## config.mk

```make
export PLATFORM = sky130hd
export DESIGN_NAME = pipelined_carry_skip_adder
export DESIGN_NICKNAME = d
export VERILOG_FILES = /design/src/rtl/csa_pkg.sv /design/src/rtl/csa_skip_block.sv /design/src/rtl/pipelined_carry_skip_adder.sv
export SDC_FILE = /design/constraint.sdc
export NUM_CORES = 1
export LEC_CHECK = 0
export CAP_MARGIN = 0
export CORE_ASPECT_RATIO = 1.25
export CORE_MARGIN = 2
export CORE_UTILIZATION = 45
export CTS_BUF_LIST = sky130_fd_sc_hd__clkbuf_16
export DETAILED_ROUTE_END_ITERATION = 10
export PLACE_DENSITY = 0.68
export SLEW_MARGIN = 20
export SYNTH_ARGS = -nofsm -noshare
export SYNTH_HDL_FRONTEND = slang
export SYNTH_SLANG_ARGS = --single-unit
```

## constraint.sdc

```tcl
create_clock -name clk -period 2.7 [get_ports clk]
set_input_delay 0.405 -clock clk [delete_from_list [all_inputs] [get_ports clk]]
set_output_delay 0.405 -clock clk [all_outputs]
set_load 0.01 [all_outputs]
```

## src/rtl/csa_pkg.sv

```systemverilog
// Shared helpers for the pipelined carry-skip adder: stage count and the
// effective carry-in used by the first skip block.
package csa_pkg;

  function automatic int num_blk(input int width, input int block);
    return width / block;
  endfunction

  // Subtraction is A + ~B + 1, so the carry-in is forced high.
  function automatic logic eff_cin(input logic sub, input logic cin);
    return sub ? 1'b1 : cin;
  endfunction

endpackage

```

## src/rtl/csa_skip_block.sv

```systemverilog
// One carry-skip block: ripple adder plus a skip mux that bypasses the ripple
// chain when every bit of the block propagates.
module csa_skip_block #(
  parameter int BLOCK = 4
) (
  input  logic [BLOCK-1:0] a,
  input  logic [BLOCK-1:0] b,
  input  logic             cin,
  output logic [BLOCK-1:0] sum,
  output logic             cout,
  output logic             cmsb
);

  logic [BLOCK-1:0] p;
  logic [BLOCK:0]   c;

  // NOTE: combinational logic uses blocking '=' so each bit sees the carry
  // computed by the previous loop iteration within the same evaluation.
  always_comb begin
    c[0] = cin;
    for (int i = 0; i < BLOCK; i++) begin
      p[i]   = a[i] ^ b[i];
      sum[i] = p[i] ^ c[i];
      c[i+1] = (a[i] & b[i]) | (p[i] & c[i]);
    end
    cmsb = c[BLOCK-1];
    cout = (&p) ? cin : c[BLOCK];
  end

endmodule

```

## src/rtl/pipelined_carry_skip_adder.sv

```systemverilog
// Pipelined carry-skip adder/subtractor: one skip block per register stage,
// with a single global advance enable driving valid/ready at both ends.
module pipelined_carry_skip_adder
  import csa_pkg::*;
#(
  parameter int WIDTH = 16,
  parameter int BLOCK = 4
) (
  input  logic             clk,
  input  logic             rst,
  input  logic             in_valid,
  output logic             in_ready,
  input  logic [WIDTH-1:0] in_a,
  input  logic [WIDTH-1:0] in_b,
  input  logic             in_cin,
  input  logic             in_sub,
  output logic             out_valid,
  input  logic             out_ready,
  output logic [WIDTH-1:0] out_sum,
  output logic             out_cout,
  output logic             out_ovf
);

  localparam int NUM_BLK = num_blk(WIDTH, BLOCK);

  if ((WIDTH % BLOCK) != 0 || NUM_BLK < 1) begin : g_bad_params
    $fatal(1, "pipelined_carry_skip_adder: WIDTH must be a nonzero multiple of BLOCK");
  end

  // Per-stage registered state, exported so stage k+1 can read stage k.
  logic             v_r [NUM_BLK];
  logic             c_r [NUM_BLK];
  logic [WIDTH-1:0] a_r [NUM_BLK];
  logic [WIDTH-1:0] b_r [NUM_BLK];
  logic [WIDTH-1:0] s_r [NUM_BLK];
  logic             cm_w [NUM_BLK];
  logic             co_w [NUM_BLK];
  logic             adv;
  logic             ovf_q;

  assign adv       = !v_r[NUM_BLK-1] || out_ready;
  assign in_ready  = adv;
  assign out_valid = v_r[NUM_BLK-1];
  assign out_sum   = s_r[NUM_BLK-1];
  assign out_cout  = c_r[NUM_BLK-1];
  assign out_ovf   = ovf_q;

  for (genvar k = 0; k < NUM_BLK; k++) begin : g_stage
    logic             v_in, c_in;
    logic [WIDTH-1:0] a_in, b_in, s_in, s_nxt;
    logic [BLOCK-1:0] sum_blk;
    logic             co_blk, cm_blk;
    logic             v_q, c_q;
    logic [WIDTH-1:0] a_q, b_q, s_q;

    // Operands are kept shifted so the block under evaluation is always
    // in the low BLOCK bits; B is already conditioned for subtraction.
    if (k == 0) begin : g_head
      assign v_in = in_valid;
      assign c_in = eff_cin(in_sub, in_cin);
      assign a_in = in_a;
      assign b_in = in_sub ? ~in_b : in_b;
      assign s_in = '0;
    end else begin : g_body
      assign v_in = v_r[k-1];
      assign c_in = c_r[k-1];
      assign a_in = a_r[k-1];
      assign b_in = b_r[k-1];
      assign s_in = s_r[k-1];
    end

    csa_skip_block #(.BLOCK(BLOCK)) u_blk (
      .a    (a_in[BLOCK-1:0]),
      .b    (b_in[BLOCK-1:0]),
      .cin  (c_in),
      .sum  (sum_blk),
      .cout (co_blk),
      .cmsb (cm_blk)
    );

    always_comb begin
      s_nxt = s_in;
      s_nxt[k*BLOCK +: BLOCK] = sum_blk;
    end

    // NOTE: the datapath registers are reset too because out_sum must read
    // zero after reset; sequential state always uses non-blocking '<='.
    always_ff @(posedge clk or posedge rst) begin
      if (rst) begin
        v_q <= 1'b0;
        c_q <= 1'b0;
        a_q <= '0;
        b_q <= '0;
        s_q <= '0;
      end else if (adv) begin
        v_q <= v_in;
        c_q <= co_blk;
        a_q <= a_in >> BLOCK;
        b_q <= b_in >> BLOCK;
        s_q <= s_nxt;
      end
    end

    assign v_r[k]  = v_q;
    assign c_r[k]  = c_q;
    assign a_r[k]  = a_q;
    assign b_r[k]  = b_q;
    assign s_r[k]  = s_q;
    assign cm_w[k] = cm_blk;
    assign co_w[k] = co_blk;
  end

  // Signed overflow: carry into the MSB differs from carry out of the MSB.
  always_ff @(posedge clk or posedge rst) begin
    if (rst) begin
      ovf_q <= 1'b0;
    end else if (adv) begin
      ovf_q <= cm_w[NUM_BLK-1] ^ co_w[NUM_BLK-1];
    end
  end

endmodule
```

==> flow_summary.toml <==
[critical_path]
critPathMaxFanout = 2
cpMostUsedCell = "fa_1"
cp_slowest_cell = "clkdlybuf4s50_1"
path_buf_inv = 3
path_cells = "clkdlybuf4s50_1, xor2_2, fa_1, inv_1, fa_1, fa_1, inv_1, fa_1, nand2_1, nand2_1"
critical-path-top-delay-family = "adder cells"
end_kind = "register"
r2r-start = "g_stage[2].c_q"
max_stage_delay_ns = 0.50
crit_start = "in_b[0]"
critPathLaunchType = "primary input"
path_class = "in -> reg"
worstPathArrival_ns = 2.73
r2r_slack_ns = 0.24
cp.required_ns = 2.93

[drt]
ant_nets = 0
top_layer = "met4"
wl_met2_um = 3820
post-route-drc-count = 0
wl_met1_um = 3650
drt-pass1-iter-count = 4
drt_iter0_markers = 217
drt-total-wl_um = 7860
via_per_inst = 4.64
vias = 3011
wl_per_cell_um = 12.1
dr_wl_met3_um = 234

[synth]
yosysWarnings = 0
synth_area_mm2 = 0.00444
synth_cell_types = 27
synth_top_cell_area_share_pct = 54.7
syn_nets = 535
ys_ff_latch = 97
async_flop_share_pct = 100
avgSynthCellArea_um2 = 9.55
synth_top_cell_by_area = "dfrtp_1"
ys.flop_type = "dfrtp_1"
synth.area.top_cells = "dfrtp_1 55%, nand2_1 17%, fa_1 7.2%, ha_1 4.5%, inv_1 2.4%"
syn_inst = 465
yosysSeqAreaShare_pct = 54.7
synth-edff-count = 0

[pwr]
p_switching_mw = 2.01
swShare_pct = 34.7
combPwrFrac_pct = 36.0
p_int_mw = 3.78
p_clk_share_pct = 21.0
ir_worst_vdd_v = 0.000426
seq_power_share_pct = 43.0
power_density_mw_per_mm2 = 1060
leakagePower_nw = 2.73

[floorplan]
chipHeight_um = 115
coreArea_mm2 = 0.00961
ios = 58
dieArea_mm2 = 0.0107
fp-row-count = 40
die_w_um = 92.9
initial_core_util_pct = 46.2

[global_route]
grt.overflow.total = 0
grt_pass1_vias = 3036
grt_pass1_wl_um = 13900
grt_util_all_layers_pct = 16.6
grt_max_degree = 110
antenna_found_initial = 0

[final_layout]
fill_cells = 856
drive_gt1_share_pct = 5.74
syn2layout_area_growth_pct = 23.0
nets = 588
instances_no_fill = 649
multi_input_area_mm2 = 0.00180
diodes = 0
ff_latch_area_mm2 = 0.00243

[placement]
post-place-ws_ns = -0.417
io_buffers = 57
gp_congestion = 0.789
dp_cells = 633
dpl.hpwl_um = 5340

[cts]
cts_sinks = 97
clock_path_buffers = 2
root_buffer = "clkbuf_16"
clk-insertion-delay-late_ns = 0.34
clk_pin_slew_ns = 0.06
cts_setup_buffers = 0
numCtsBuffers = 9
cts_tree = "built"
cts_max_level = 3

[worst_hold_path]
worstHoldStart = "g_stage[2].v_q"
hp-class = "reg -> reg"

[sta]
slew_viol_final = 0
final.setup_skew_ns = 0.00473
setup_slack_ns = 0.195
fmax_mhz = 399
fin_crit_ns = 2.50
tightest_slew_ns = 0.677
finalHoldViolCount = 0
whs_ns = 0.459
rsz0062_at_grt = "false"
final.period_utilization_pct = 92.8
finalSetupViolations = 0
max_slew_margin_pct = 54.7

[outcome]
outcome = "completed"

[job]
max-cap-violations = 0
-- synth_stat cells (2+ instances only) --
cell type / count
buf_2: 11
ha_1: 16
o21ai_1: 2
mux2_2: 3
nor2_1: 11
inv_1: 28
mux2i_1: 2
nand4_1: 4
a21oi_1: 10
nand2_1: 207
xnor2_1: 10
fa_1: 16
xor2_1: 6
or2_2: 2
dfrtp_1: 97
o21ai_0: 21
clkbuf_1: 9
-- per-layer routing --
metal,vias to the layer above,GRT usage [%]
met4,0,8.53
met2,52,27.2
met1,1428,21.6
met3,9,2.42
li1,1522,-
met5,-,0
-- sequential cells by signal, indices dropped and copies added (netlist names) --
register     cells
out_valid        1
g_stage.a_q     24
out_ovf          1
out_cout         1
g_stage.c_q      3
g_stage.v_q      3
out_sum         16
g_stage.b_q     24
g_stage.s_q     24
-- cell families after synthesis --
| family | synth area share, % |
|---|---|
| mux | 1.21 |
| buf+inv | 4.96 |
| flops | 54.7 |
| fa+ha+maj | 11.7 |
| simple gates | 20.4 |
| xor+xnor | 3.16 |
| compound gates | 3.89 |
-- power by group through the flow --
stage | combinational [mW] | sequential, mW | clock (mW)
detailed placement | 2.11 | 2.52 | 0
global placement | 2.05 | 2.49 | 0
floorplan | 1.36 | 2.50 | 0
finish | 2.08 | 2.49 | 1.21
CTS | 2.13 | 2.50 | 1.25
global route | 2.42 | 2.59 | 1.30
-- layout by cell type (no fill, tap or decap), drive strengths merged, types with 2 or more instances in the layout --
master         Yosys  routed
nand2            207     207
dfrtp             97      97
clkdlybuf4s50      0      56
inv               29      30
o21ai             23      23
fa                16      16
ha                16      16
nor2              11      11
a21oi             10      10
xnor2             10      10
clkbuf             9       9
buf               14       8
xor2               6       6
nand4              4       4
clkinv             0       4
mux2               3       3
or2                2       2
mux2i              2       2
-- per-stage QoR --
step	total power, mW	TNS [ns]	utilization, %	cell area [µm²]
after floorplan	3.86	0	-	4440
after detailed placement	4.63	-0.664	53.8	5170
final	5.79	0	56.8	5460
after CTS	5.88	0	56.8	5460
after global placement	4.54	-0.430	53.8	5170
after global routing	6.31	0	56.8	5460
-- what timing repair did --
| item | 4_1_cts | 5_1_grt |
|---|---|---|
| setup endpoints to repair | 1 | 1 |
| gates resized for setup | 1 | 1 |
| hold buffers | 0 | 0 |
| hold endpoints to repair | 0 | 0 |
-- path summary, 6_finish.rpt --
path                            cells after the start           endpoint
worst max-delay path                               10  g_stage[0].s_q[3]
worst min-delay path                                1          out_valid
worst max register to register                      9            out_ovf
worst min register to register                      1          out_valid
max in group asynchronous                           3  g_stage[1].a_q[3]
min in group asynchronous                           2         out_sum[5]
-- final cells by class --
class / instances / share of cell area (%)
clock buffer: 9 / 4.12
clock inverter: 7 / 1.01
inverter: 29 / 2.08
multi-input combinational: 316 / 33.0
sequential: 97 / 44.4
tap: 126 / 2.89
timing repair buffer: 65 / 12.5
No activity file was read; power rests on OpenSTA's default activity.
